===== src/rtl/seg7_scan_display.sv =====
// ---------------------------------------------------------------------------
// seg7_scan_display
//   Multi-digit 7-segment display driver. A binary value captured on load_i
//   is converted to hex nibbles (one cycle) or unsigned decimal BCD
//   (sequential double-dabble, one bit per cycle), then committed atomically
//   to the display register. DIGITS digits share one segment bus and are lit
//   one at a time, each for REFRESH_DIV clock cycles.
//
// Ports
//   clk         system clock
//   rst_n       asynchronous active-low reset
//   load_i      1-cycle strobe: capture data_i / hex_mode_i, start conversion
//   data_i      binary value to display (DATA_W bits)
//   hex_mode_i  1: hexadecimal, 0: unsigned decimal
//   blank_lz_i  1: blank leading zeros (digit 0 never blanked), live input
//   busy_o      conversion in progress; load_i ignored while high
//   ovf_o       last loaded value does not fit in DIGITS digits
//   seg_o       segments {g,f,e,d,c,b,a}, registered
//   dig_o       digit enables, bit i = digit i, registered
// ---------------------------------------------------------------------------
module seg7_scan_display #(
  parameter int DATA_W         = 16,
  parameter int DIGITS         = 5,
  parameter int REFRESH_DIV    = 50000,
  parameter bit SEG_ACTIVE_LOW = 1'b1,
  parameter bit DIG_ACTIVE_LOW = 1'b1
) (
  input  logic              clk,
  input  logic              rst_n,
  input  logic              load_i,
  input  logic [DATA_W-1:0] data_i,
  input  logic              hex_mode_i,
  input  logic              blank_lz_i,
  output logic              busy_o,
  output logic              ovf_o,
  output logic [6:0]        seg_o,
  output logic [DIGITS-1:0] dig_o
);

  // Decimal digits needed for a DATA_W-bit value: floor(0.3*W)+1 matches
  // floor(W*log10(2))+1 for every width in 4..32.
  localparam int DEC_DIGITS = (DATA_W * 3) / 10 + 1;
  localparam int BCD_N      = (DEC_DIGITS > DIGITS) ? DEC_DIGITS : DIGITS;
  localparam int BCD_W      = 4 * BCD_N;
  localparam int DISP_W     = 4 * DIGITS;
  localparam int CNT_W      = $clog2(DATA_W);
  localparam int RC_W       = $clog2(REFRESH_DIV);
  localparam int IDX_W      = (DIGITS > 1) ? $clog2(DIGITS) : 1;

  typedef enum logic [1:0] {
    S_IDLE   = 2'd0,
    S_CONV   = 2'd1,
    S_UPDATE = 2'd2
  } state_t;

  state_t             state_q, state_d;
  logic               hex_q;
  logic [DATA_W-1:0]  bin_q;
  logic [BCD_W-1:0]   bcd_q;
  logic               spill_q;
  logic [CNT_W-1:0]   cnt_q;
  logic [DISP_W-1:0]  disp_q;
  logic               ovf_q;
  logic [RC_W-1:0]    refresh_q;
  logic [IDX_W-1:0]   idx_q;
  logic [6:0]         seg_q, seg_d;
  logic [DIGITS-1:0]  dig_q, dig_d;

  logic [BCD_W-1:0]   bcd_adj;
  logic [DISP_W-1:0]  hex_nib;
  logic               hex_ovf;
  logic               dec_ovf;
  logic [DIGITS-1:0]  blank_vec;
  logic               last_bit;

  // -------------------------------------------------------------------------
  // Control FSM
  // -------------------------------------------------------------------------
  always_ff @(posedge clk or negedge rst_n) begin
    if (!rst_n) begin
      state_q <= S_IDLE;
    end else begin
      state_q <= state_d;
    end
  end

  assign last_bit = (cnt_q == CNT_W'(DATA_W - 1));

  always_comb begin
    state_d = state_q;
    case (state_q)
      S_IDLE:   if (load_i) state_d = S_CONV;
      S_CONV:   if (hex_q || last_bit) state_d = S_UPDATE;
      S_UPDATE: state_d = S_IDLE;
      default:  state_d = S_IDLE;
    endcase
  end

  always_comb begin
    busy_o = (state_q != S_IDLE);
  end

  // -------------------------------------------------------------------------
  // Conversion datapath
  // -------------------------------------------------------------------------
  // Double-dabble add-3 on every BCD nibble >= 5 before the shift.
  for (genvar gi = 0; gi < BCD_N; gi++) begin : g_add3
    assign bcd_adj[4*gi +: 4] = (bcd_q[4*gi +: 4] >= 4'd5) ?
                                (bcd_q[4*gi +: 4] + 4'd3) : bcd_q[4*gi +: 4];
  end

  if (DATA_W >= DISP_W) begin : g_hex_wide
    assign hex_nib = bin_q[DISP_W-1:0];
  end else begin : g_hex_narrow
    assign hex_nib = DISP_W'(bin_q);
  end

  if (DATA_W > DISP_W) begin : g_hex_ovf
    assign hex_ovf = |bin_q[DATA_W-1:DISP_W];
  end else begin : g_hex_noovf
    assign hex_ovf = 1'b0;
  end

  // spill_q catches a bit shifted out of the BCD register; with the digit
  // count sized above it stays clear, but it keeps the overflow flag honest.
  if (BCD_N > DIGITS) begin : g_dec_ovf
    assign dec_ovf = spill_q | (|bcd_q[BCD_W-1:DISP_W]);
  end else begin : g_dec_noovf
    assign dec_ovf = spill_q;
  end

  always_ff @(posedge clk or negedge rst_n) begin
    if (!rst_n) begin
      hex_q   <= 1'b0;
      bin_q   <= '0;
      bcd_q   <= '0;
      spill_q <= 1'b0;
      cnt_q   <= '0;
      disp_q  <= '0;
      ovf_q   <= 1'b0;
    end else begin
      case (state_q)
        S_IDLE: begin
          if (load_i) begin
            hex_q   <= hex_mode_i;
            bin_q   <= data_i;
            bcd_q   <= '0;
            spill_q <= 1'b0;
            cnt_q   <= '0;
          end
        end
        S_CONV: begin
          if (!hex_q) begin
            bcd_q   <= {bcd_adj[BCD_W-2:0], bin_q[DATA_W-1]};
            spill_q <= spill_q | bcd_adj[BCD_W-1];
            bin_q   <= {bin_q[DATA_W-2:0], 1'b0};
            cnt_q   <= cnt_q + CNT_W'(1);
          end
        end
        S_UPDATE: begin
          disp_q <= hex_q ? hex_nib : bcd_q[DISP_W-1:0];
          ovf_q  <= hex_q ? hex_ovf : dec_ovf;
        end
        default: ;
      endcase
    end
  end

  assign ovf_o = ovf_q;

  // -------------------------------------------------------------------------
  // Scan and decode
  // -------------------------------------------------------------------------
  always_ff @(posedge clk or negedge rst_n) begin
    if (!rst_n) begin
      refresh_q <= '0;
      idx_q     <= '0;
    end else if (refresh_q == RC_W'(REFRESH_DIV - 1)) begin
      refresh_q <= '0;
      idx_q     <= (idx_q == IDX_W'(DIGITS - 1)) ? '0 : idx_q + IDX_W'(1);
    end else begin
      refresh_q <= refresh_q + RC_W'(1);
    end
  end

  // Digit i is a leading zero when it and every digit above it are zero.
  for (genvar gi = 0; gi < DIGITS; gi++) begin : g_blank
    if (gi == 0) begin : g_lsd
      assign blank_vec[gi] = 1'b0;
    end else begin : g_upper
      assign blank_vec[gi] = blank_lz_i & ~ovf_q & (disp_q[DISP_W-1:4*gi] == '0);
    end
  end

  function automatic logic [6:0] nib_to_seg(input logic [3:0] n);
    case (n)
      4'h0: nib_to_seg = 7'h3F;
      4'h1: nib_to_seg = 7'h06;
      4'h2: nib_to_seg = 7'h5B;
      4'h3: nib_to_seg = 7'h4F;
      4'h4: nib_to_seg = 7'h66;
      4'h5: nib_to_seg = 7'h6D;
      4'h6: nib_to_seg = 7'h7D;
      4'h7: nib_to_seg = 7'h07;
      4'h8: nib_to_seg = 7'h7F;
      4'h9: nib_to_seg = 7'h6F;
      4'hA: nib_to_seg = 7'h77;
      4'hB: nib_to_seg = 7'h7C;
      4'hC: nib_to_seg = 7'h39;
      4'hD: nib_to_seg = 7'h5E;
      4'hE: nib_to_seg = 7'h79;
      default: nib_to_seg = 7'h71;
    endcase
  endfunction

  always_comb begin
    logic [6:0] code;
    if (ovf_q) begin
      code = 7'h40;
    end else if (blank_vec[idx_q]) begin
      code = 7'h00;
    end else begin
      code = nib_to_seg(disp_q[{idx_q, 2'b00} +: 4]);
    end
    seg_d = code ^ {7{SEG_ACTIVE_LOW}};
    dig_d = (DIGITS'(1) << idx_q) ^ {DIGITS{DIG_ACTIVE_LOW}};
  end

  always_ff @(posedge clk or negedge rst_n) begin
    if (!rst_n) begin
      seg_q <= {7{SEG_ACTIVE_LOW}};
      dig_q <= {DIGITS{DIG_ACTIVE_LOW}};
    end else begin
      seg_q <= seg_d;
      dig_q <= dig_d;
    end
  end

  assign seg_o = seg_q;
  assign dig_o = dig_q;

endmodule


===== config.mk =====
export PLATFORM = sky130hd
export DESIGN_NAME = seg7_scan_display
export DESIGN_NICKNAME = d
export VERILOG_FILES = /design/src/rtl/seg7_scan_display.sv
export SDC_FILE = /design/constraint.sdc
export NUM_CORES = 1
export LEC_CHECK = 0
export CAP_MARGIN = 20
export CORE_ASPECT_RATIO = 0.5
export CORE_MARGIN = 2
export CORE_UTILIZATION = 59
export DETAILED_ROUTE_END_ITERATION = 6
export PLACE_DENSITY = 0.85
export SYNTH_ARGS = -nofsm -noshare
export SYNTH_HDL_FRONTEND = slang
export SYNTH_SLANG_ARGS = --single-unit

===== constraint.sdc =====
create_clock -name clk -period 2.9 [get_ports clk]
set_input_delay 0.58 -clock clk [delete_from_list [all_inputs] [get_ports clk]]
set_output_delay 0.58 -clock clk [all_outputs]
set_load 0.05 [all_outputs]

## Word level (Yosys, flattened, before mapping)

Memory sizes are Yosys's and may differ from the RTL's.
Cells that the tools add are included.

- Add/sub/neg operators: 8
- $lt $le $gt $ge: 6
- Eq/ne operators: 8
- Shift-type cells: 2
- Muxes and demuxes: 28
- Bitwise logic cells: 9
- Reduce and logical (&&, ||, !) cells: 11

Operators with widths:

| operator | number |
|---|---|
| two-way mux 20 bit | 3 |
| two-way mux 16 bit | 3 |
| one-hot mux 20 bit (2 select lines) | 1 |
| one-hot mux 16 bit (2 select lines) | 1 |
| two-way mux 4 bit | 7 |
| adder 4 x 2 -> 4 bit, second input constant | 5 |
| >= comparator 4 x 3 -> 1 bit, second input constant | 5 |
| indexed part select 20 x 6 -> 4 bit | 1 |
| adder 16 x 1 -> 16 bit, second input constant | 1 |
| equality test 16 bit, second input constant | 1 |
| zero test 16 bit | 1 |
| two-way mux 7 bit | 2 |
| zero test 12 bit | 1 |
| zero test 8 bit | 1 |
| one-hot mux 4 bit (2 select lines) | 1 |
| NOT 7 bit | 1 |
| != test 2 bit, second input constant | 3 |
| AND 1 bit | 5 |
| NOT 5 bit | 1 |
| << shifter 1 x 3 -> 5 bit, first input constant | 1 |
| adder 4 x 1 -> 4 bit, second input constant | 1 |
| equality test 4 bit, second input constant | 1 |
| zero test 4 bit | 1 |
| less-than comparator 3 x 4 -> 1 bit, second input constant | 1 |
| 17 further kinds | 23 |

- Flip-flop bits (word level): 96
- Bits in read-only memories: 112
- Output and inout bits: 14
- Word-level logic and storage cells: 85
- Memories: 1

Memory list:

| memory | words | width | rd ports | clocked after Yosys merged registers in | wr ports | line | source |
|---|---|---|---|---|---|---|---|
| (name not given) | 16 | 7 | 1 | 0 | 0 | 196 | `case (n)` |

## Longest topological paths before layout

Gate-level depths: netlist of the first run.

- Word-level depth: 8
- Mapped depth: 12
- Depth with buffers taken out: 10

## Worst setup path before layout of the first run

OpenSTA, ideal clock, no wires.

- Path kind: flip-flop to flip-flop
- Start point: register idx_q[0]
- End point: register seg_q[6], in the netlist seg_o[6]
- Setup time: 0.102 ns
- Arrival time: 2.232 ns
- Path slack: 0.566 ns
- Stages on the path, launching flop included: 11
- Buffers on the path: 0
- Path through: dfrtp_1 > mux4_2 > and2_1 > a21oi_1 > inv_1 > ha_1 > and2_1 > o21ai_0 > a21oi_1 > o311ai_0 > o21ai_0

- Cells in the longest elaborated chain, start to end: 5

RTL lines:

| what | line | source |
|---|---|---|
| start: declaration | 65 | `logic [IDX_W-1:0] idx_q;` |
| start signal: assignment | 180 | `idx_q <= (idx_q == IDX_W'(DIGITS - 1)) ? '0 : idx_q + IDX_W'(1);` |
| indexed part select 20 x 6 -> 4 bit or binary-select mux 1 bit (select 3 bit) (tied branches) | 223, 220 |  |
| memory (16 x 7 bit) or two-way mux 1 bit (tied branches) | n/a |  |
| two-way mux 7 bit * | 220 | `end else if (blank_vec[idx_q]) begin` |
| two-way mux 7 bit * | 218 | `if (ovf_q) begin` |
| NOT 7 bit (no source line) * | n/a |  |
| via seg_d[6] | 66 | `logic [6:0] seg_q, seg_d;` |
| end signal: assignment | 231 | `seg_q <= {7{SEG_ACTIVE_LOW}};` |
| end signal: assignment | 234 | `seg_q <= seg_d;` |
| end: declaration | 66 |  |

Mark *: on every way through the listed nets, which the timed path passes. The rest lies on a longest branch. The select of a mux whose other input is x is not followed.
A chain may end at the register's enable or synchronous reset.

## Worst setup path in the final report of the first run

- Start point: register idx_q[1]
- End point: register seg_q[6], in the netlist seg_o[6]

The elaborated chain is that of the path after synthesis.

==> summary.json, run 1 <==
{
  "clkPwrFrac": {"value": 0.245},
  "finalSetupViolCount": {"value": 0},
  "placeable_core_region": {"value": 8120, "unit": "sq um"},
  "cellLeakagePower": {"value": 2.52, "unit": "nW"},
  "ys_ff_latch": {"value": 96},
  "dominantRegCellSynth": {"value": "dfrtp_1"},
  "report.final.slew_viol_count": {"value": 0},
  "cell_internal_pwr": {"value": 3.08, "unit": "mW"},
  "power-per-cell-area": {"value": 860, "unit": "nW/um^2"},
  "cp-end-kind": {"value": "flip-flop"},
  "row_count": {"value": 23},
  "insertion_delay_of_the_later_clocked_pin_in_the_worst_skew_pair": {"value": 340, "unit": "ps"},
  "tritoncts": {"value": "yes"},
  "mappedNetlistArea": {"value": 4990, "unit": "sq um"},
  "combPwrFrac": {"value": 0.358},
  "drt-initial-drc-count": {"value": 396},
  "hold_path_class": {"value": "input port to async pin"},
  "final_nets": {"value": 580},
  "max_freq": {"value": 381, "unit": "MHz"},
  "clk_transition_reported_paths": {"value": 60, "unit": "ps"},
  "wl_per_cell": {"value": 16.4, "unit": "um"},
  "numClockSinks": {"value": 96},
  "post_cts_hold_buffer_count": {"value": 0},
  "grt_setup_unrepaired": {"value": "false"},
  "setup-tns-final": {"value": 0, "unit": "ps"},
  "synth.area.top_cells": {"value": "dfrtp_1, dfstp_2, nand2_1"},
  "cts_resized": {"value": 0},
  "vdd_drop_max": {"value": 0.570, "unit": "mV"},
  "path_class": {"value": "flip-flop to flip-flop"},
  "portBuffers": {"value": 34},
  "floorplan.die.width": {"value": 134, "unit": "um"},
  "synth_area_per_cell": {"value": 9.92, "unit": "sq um"},
  "routed-via-count": {"value": 3842},
  "final_core_util": {"value": 0.710},
  "final_hold_violation_count": {"value": 0},
  "finalHoldWorstSlack": {"value": 233, "unit": "ps"},
  "netSwitchingFraction": {"value": 0.378},
  "insertedDiodeCount": {"value": 0},
  "floorplan.die.height": {"value": 69.0, "unit": "um"},
  "status": {"value": "completed"},
  "syn_warnings": {"value": 0},
  "io_pins": {"value": 35},
  "fin_ws": {"value": 273, "unit": "ps"},
  "timing.final.crit_period": {"value": 2630, "unit": "ps"},
  "largest_net_degree_at_the_start_of_global_routing": {"value": 56},
  "floorplan.initialDensity": {"value": 0.615},
  "ctsLongestPathBuffers": {"value": 2},
  "floorplan.die_area": {"value": 9250, "unit": "sq um"},
  "grt_usage": {"value": 0.248},
  "worstMarginPinSlew": {"value": 555, "unit": "ps"},
  "number_of_antenna_violations_at_the_first_check_in_global_routing": {"value": 0},
  "grt_first_pass_wirelength": {"value": 18.4, "unit": "mm"},
  "synth.cells.most_frequent": {"value": "dfrtp_1, nand2_1, o21ai_0, nor2_1"},
  "synth_async_sr_flop_share": {"value": 1.00},
  "yosys.cell_types.count": {"value": 55},
  "cts_buffers": {"value": 9},
  "pwr-share-seq": {"value": 0.397},
  "synth_edf_count": {"value": 0},
  "cts_root_buf": {"value": "clkbuf_16"},
  "detailedRoute.firstPassIterationCount": {"value": 6},
  "routed_via_density": {"value": 5.88},
  "power.switching": {"value": 1.87, "unit": "mW"},
  "layout.cell_area.non_filler": {"value": 5760, "unit": "sq um"},
  "synth.yosys.seq_area_share": {"value": 0.485},
  "timing.max_slew.rel_slack": {"value": 0.630},
  "finalCritPeriodShare": {"value": 0.906},
  "wl": {"value": 10.7, "unit": "mm"},
  "dp_worst_setup_slack": {"value": 313, "unit": "ps"},
  "start_kind": {"value": "flip-flop"},
  "postPlaceCellArea": {"value": 5450, "unit": "sq um"},
  "dp_hpwl": {"value": 7.49, "unit": "mm"},
  "drive_above_1_share": {"value": 0.0943},
  "layout-area-overhead-vs-synth": {"value": 15.5, "unit": "%"},
  "count_leader_synth": {"value": "dfrtp_1"},
  "final_antenna_net_count": {"value": 0},
  "place.gp.congestion": {"value": 0.947},
  "first_global_vias": {"value": 3737},
  "htreeDepth": {"value": 3},
  "cp.arrival": {"value": 2880, "unit": "ps"},
  "drt_drc_violations_left": {"value": 0},
  "syn-num-nets": {"value": 547},
  "syn-instance-count": {"value": 503},
  "netlist.top_cell.by_area": {"value": "dfrtp_1"},
  "clock-skew-final": {"value": 4.18, "unit": "ps"},
  "timing.critical_path.required": {"value": 3150, "unit": "ps"},
  "post_cts_buffers": {"value": 0},
  "yosys.area.top_type_share": {"value": 0.421},
  "number_of_max_capacitance_violations_reported": {"value": 0},
  "grt-ovfl-total": {"value": 0},
  "highest_fanout_seen_on_the_critical_path": {"value": 13}
}
-- final timing paths --
path / start / to / slack [ps] / depth (start not counted)
worst max-delay path: idx_q[1]$_DFFE_PN0N_ / seg_o[6]$_DFF_PN1_ / 270 / 10
worst min-delay path: rst_n / cnt_q[1]$_DFFE_PN0P_ / 230 / 1
worst max register to register: idx_q[1]$_DFFE_PN0N_ / seg_o[6]$_DFF_PN1_ / 270 / 10
worst min register to register: refresh_q[0]$_DFF_PN0_ / refresh_q[0]$_DFF_PN0_ / 480 / 1
max in group asynchronous: rst_n / refresh_q[2]$_DFF_PN0_ / 1990 / 2
min in group clk: refresh_q[0]$_DFF_PN0_ / refresh_q[0]$_DFF_PN0_ / 480 / 1
-- worst max-delay path, cell delays in order, from the launching register on --
cell and delay, ps:
dfrtp_1 660, mux4_2 370, and2_1 180, a21oi_1 290
inv_1 150, ha_1 260, and2_1 160, o21ai_0 150
a21oi_1 80, o311ai_0 110, o21ai_0 130
-- layout make-up --
| class | count | area (sq um) |
|---|---|---|
| Clock buffer | 13 | 270 |
| Clock inverter | 3 | 38.8 |
| Fill cell | 601 | 2350 |
| Inverter | 21 | 78.8 |
| Multi-Input combinational cell | 363 | 2380 |
| Sequential cell | 96 | 2420 |
| Tap cell | 112 | 140 |
| Timing Repair Buffer | 45 | 433 |
-- kinds of logic (layout without fill, tap and decap cells) --
kind of cell,Yosys count,count (layout),share of synthesized area
buffers and inverters,44,82,0.0379
xor gates and xnor gates,24,24,0.0421
AOI/OAI and AO/OA,118,118,0.154
muxes,29,29,0.0650
adders and majority gates,23,23,0.0577
and+or+nand+nor,169,169,0.158
DFF,96,96,0.485
-- per-layer routing --
layer	share of wire	track usage
met2	0.44	0.369
met3	0.053	0.0670
met5	0	0
met1	0.49	0.365
met4	0.012	0.0550
-- cells in the final DEF, fill, tap and decap left out, types with 5 or more instances in the layout --
master	synthesis	layout
nand4_1	7	7
clkdlybuf4s50_1	0	33
dfrtp_1	84	84
ha_1	23	23
nand2b_1	10	10
buf_4	1	11
a22o_1	8	8
xor2_1	11	11
o21ai_0	44	44
nor2_1	27	26
a22oi_1	15	15
o22ai_1	7	7
dfstp_2	12	12
nand3_1	15	15
a21oi_1	12	12
o31ai_1	7	7
mux2i_1	23	23
a32o_1	5	5
clkbuf_16	0	9
nand2_1	81	81
xnor2_1	13	13
inv_1	21	21
-- flip-flops by register name, indices dropped and copies added, names as in the netlist, 2 cells and up --
register   flops
bcd_q         20
bin_q         16
cnt_q          4
dig_o          5
disp_q        20
idx_q          3
refresh_q     16
seg_o          7
state_q        2
-- power groups by stage --
| stage | clock [mW] | combinational, mW | sequential (mW) |
|---|---|---|---|
| floorplan | 0 | 1.16 | 2.04 |
| global placement | 0 | 1.72 | 1.97 |
| detailed placement | 0 | 1.76 | 1.98 |
| CTS | 1.24 | 1.77 | 1.96 |
| global route | 1.30 | 1.96 | 2.01 |
| finish | 1.21 | 1.77 | 1.97 |
-- stage by stage --
stage	instances	power (mW)
CTS	653	4.97
finish	653	4.96
floorplan	503	3.20
global placement	637	3.69
detailed placement	637	3.75
global route	653	5.27
Power figures use the tool's default switching activity.
==> inputs of run 2 (changes only) <==
--- a/config.mk
+++ b/config.mk
@@ -11,6 +11,7 @@
 export CORE_UTILIZATION = 59
 export DETAILED_ROUTE_END_ITERATION = 6
 export PLACE_DENSITY = 0.85
+export SETUP_SLACK_MARGIN = 0.1
 export SYNTH_ARGS = -nofsm -noshare
 export SYNTH_HDL_FRONTEND = slang
 export SYNTH_SLANG_ARGS = --single-unit
==> run 2 against run 1 <==
Sequential power barely moved; clock-buffer cell count unchanged; first-iteration DRC count is 9.3% higher; clock skew about the same; setup slack improved by 160 ps; register-to-register slack better by 160 ps; critical path depth unchanged; utilization barely moved; wire length is 0.32% lower; sequential share of layout area hardly changed; non-clock buffer count is the same; combinational power hardly changed.
==> summary.json, run 2 (synthesis results as in run 1) <==
{
  "cp.arrival": {"value": 2710, "unit": "ps"},
  "final_cell_count_without_fillers": {"value": 653},
  "status": {"value": "completed"},
  "io_pins": {"value": 35},
  "finalSetupViolCount": {"value": 0},
  "netSwitchingFraction": {"value": 0.378},
  "layout_fillers": {"value": 602},
  "number_of_antenna_violations_at_the_first_check_in_global_routing": {"value": 0},
  "detailedRoute.firstPassIterationCount": {"value": 5},
  "power-per-cell-area": {"value": 860, "unit": "nW/um^2"},
  "clkPwrFrac": {"value": 0.245},
  "timing.max_slew.rel_slack": {"value": 0.632},
  "floorplan.die_area": {"value": 9250, "unit": "sq um"},
  "layout-area-overhead-vs-synth": {"value": 15.6, "unit": "%"},
  "critical-path-slowest-cell": {"value": "dfrtp_2"},
  "number_of_max_capacitance_violations_reported": {"value": 0},
  "cts_buffers": {"value": 9},
  "pwr-share-seq": {"value": 0.398},
  "dp_hpwl": {"value": 7.49, "unit": "mm"},
  "cp-end-kind": {"value": "flip-flop"},
  "first_global_vias": {"value": 3737},
  "highest_fanout_seen_on_the_critical_path": {"value": 13},
  "insertion_delay_of_the_later_clocked_pin_in_the_worst_skew_pair": {"value": 340, "unit": "ps"},
  "insertedDiodeCount": {"value": 0},
  "worstMarginPinSlew": {"value": 552, "unit": "ps"},
  "start_kind": {"value": "flip-flop"},
  "place.gp.congestion": {"value": 0.947},
  "floorplan.die.height": {"value": 69.0, "unit": "um"},
  "final_hold_violation_count": {"value": 0},
  "floorplan.initialDensity": {"value": 0.615},
  "post_cts_buffers": {"value": 0},
  "htreeDepth": {"value": 3},
  "routed_via_density": {"value": 5.89},
  "cell_internal_pwr": {"value": 3.08, "unit": "mW"},
  "post_cts_hold_buffer_count": {"value": 0},
  "dp.cells": {"value": 637},
  "crit_path_cell_trace": {"value": "mux4_2 -> and2_1 -> a21oi_1 -> inv_1 -> ha_1 -> and2_1 -> o21ai_0 -> a21oi_1 -> o311ai_0 -> o21ai_0"},
  "drt_drc_violations_left": {"value": 0},
  "regToRegEndpoint": {"value": "seg_o[6]$_DFF_PN1_"},
  "wl": {"value": 10.6, "unit": "mm"},
  "report.final.slew_viol_count": {"value": 0},
  "max_freq": {"value": 406, "unit": "MHz"},
  "placeable_core_region": {"value": 8120, "unit": "sq um"},
  "routed-via-count": {"value": 3845},
  "clk_transition_reported_paths": {"value": 60, "unit": "ps"},
  "setup-tns-final": {"value": 0, "unit": "ps"},
  "numClockSinks": {"value": 96},
  "vdd_drop_max": {"value": 0.569, "unit": "mV"},
  "clock-skew-final": {"value": 3.75, "unit": "ps"},
  "largest_net_degree_at_the_start_of_global_routing": {"value": 56},
  "row_count": {"value": 23},
  "finalCritPeriodShare": {"value": 0.849},
  "timing.critical_path.required": {"value": 3150, "unit": "ps"},
  "drive_above_1_share": {"value": 0.0961},
  "cp_slowest_stage_delay": {"value": 530, "unit": "ps"},
  "ctsLongestPathBuffers": {"value": 2},
  "final_antenna_net_count": {"value": 0},
  "grt-ovfl-total": {"value": 0},
  "grt_usage": {"value": 0.248},
  "r2r_setup_slack": {"value": 440, "unit": "ps"},
  "drt-initial-drc-count": {"value": 433},
  "floorplan.die.width": {"value": 134, "unit": "um"},
  "worst-r2r-cell-count": {"value": 10},
  "final_nets": {"value": 580},
  "reg2reg_from": {"value": "idx_q[1]$_DFFE_PN0N_"},
  "layout.cells.most_common": {"value": "dfrtp_1"},
  "power.switching": {"value": 1.87, "unit": "mW"},
  "grt_setup_unrepaired": {"value": "false"},
  "cts_root_buf": {"value": "clkbuf_16"},
  "portBuffers": {"value": 34},
  "tritoncts": {"value": "yes"},
  "combPwrFrac": {"value": 0.358},
  "leading_registers_by_flop_count": {"value": "bcd_q: 20 flops, disp_q: 20 flops"},
  "hold_path_class": {"value": "input port to async pin"},
  "most_frequent_cells_in_the_layout": {"value": "dfrtp_1, nand2_1, o21ai_0"},
  "path_class": {"value": "flip-flop to flip-flop"},
  "timing.final.crit_period": {"value": 2460, "unit": "ps"},
  "grt_first_pass_wirelength": {"value": 18.4, "unit": "mm"},
  "cellLeakagePower": {"value": 2.52, "unit": "nW"},
  "wl_per_cell": {"value": 16.3, "unit": "um"}
}
==> run 2: cell types whose count changed in the layout (fill, tap and decap cells not counted) <==
cell     change
dfrtp_2      +1
dfrtp_1      -1
==> run 2: layout make-up <==
cell class | count | area (sq um) | share of cell area
clock inverter | 3 | 38.8 | 0.00673
clock buffer | 13 | 270 | 0.0469
sequential | 96 | 2420 | 0.420
tap | 112 | 140 | 0.0243
timing repair buffer | 45 | 433 | 0.0751
inverter | 21 | 78.8 | 0.0137
multi-input combinational | 363 | 2380 | 0.414
==> run 2: worst max-delay path: cells and delay by family, from the launching register on <==
family / cells / cell delay [ps]
fa+ha+maj: 1 / 250
compound gates: 5 / 760
flops: 1 / 530
simple gates: 2 / 340
mux: 1 / 330
buf+inv: 1 / 150
==> run 2: routing by layer <==
metal	wire, um	vias up	track usage
li1	-	1852	-
met1	5160	1854	0.365
met2	4690	120	0.369
met3	654	19	0.0670
met4	143	0	0.0550
met5	0	-	0
==> run 2: worst max-delay path by stage <==
stage	from	end	depth (start not counted)
after floorplan	idx_q[0]$_DFFE_PN0N_	seg_o[6]$_DFF_PN1_	10
after global placement	idx_q[1]$_DFFE_PN0N_	seg_o[6]$_DFF_PN1_	10
after detailed placement	idx_q[1]$_DFFE_PN0N_	seg_o[6]$_DFF_PN1_	10
after CTS	idx_q[1]$_DFFE_PN0N_	seg_o[6]$_DFF_PN1_	10
after global routing	idx_q[1]$_DFFE_PN0N_	seg_o[6]$_DFF_PN1_	10
final	idx_q[1]$_DFFE_PN0N_	seg_o[6]$_DFF_PN1_	10
==> run 2: power groups by stage <==
stage                     logic, mW  clock network, mW  registers, mW
after floorplan                1.16                  0           2.04
after global placement         1.72                  0           1.97
after detailed placement       1.76                  0           1.98
after CTS                      1.77               1.24           1.96
after global routing           1.96               1.30           2.01
final                          1.77               1.21           1.97
==> run 2: what timing repair did <==
item	4_1_cts	5_1_grt
setup endpoints to repair	0	1
resized for setup	0	1
endpoints found under the hold margin	0	0
==> run 2: stage by stage <==
step	setup slack (ps)	util	power, mW	hold WS [ps]	area [sq um]
global route	257	0.710	5.27	275	5760
floorplan	566	-	3.20	284	4990
detailed placement	313	0.672	3.75	477	5450
global placement	400	0.672	3.69	473	5450
CTS	297	0.710	4.97	242	5760
finish	437	0.710	4.95	234	5760
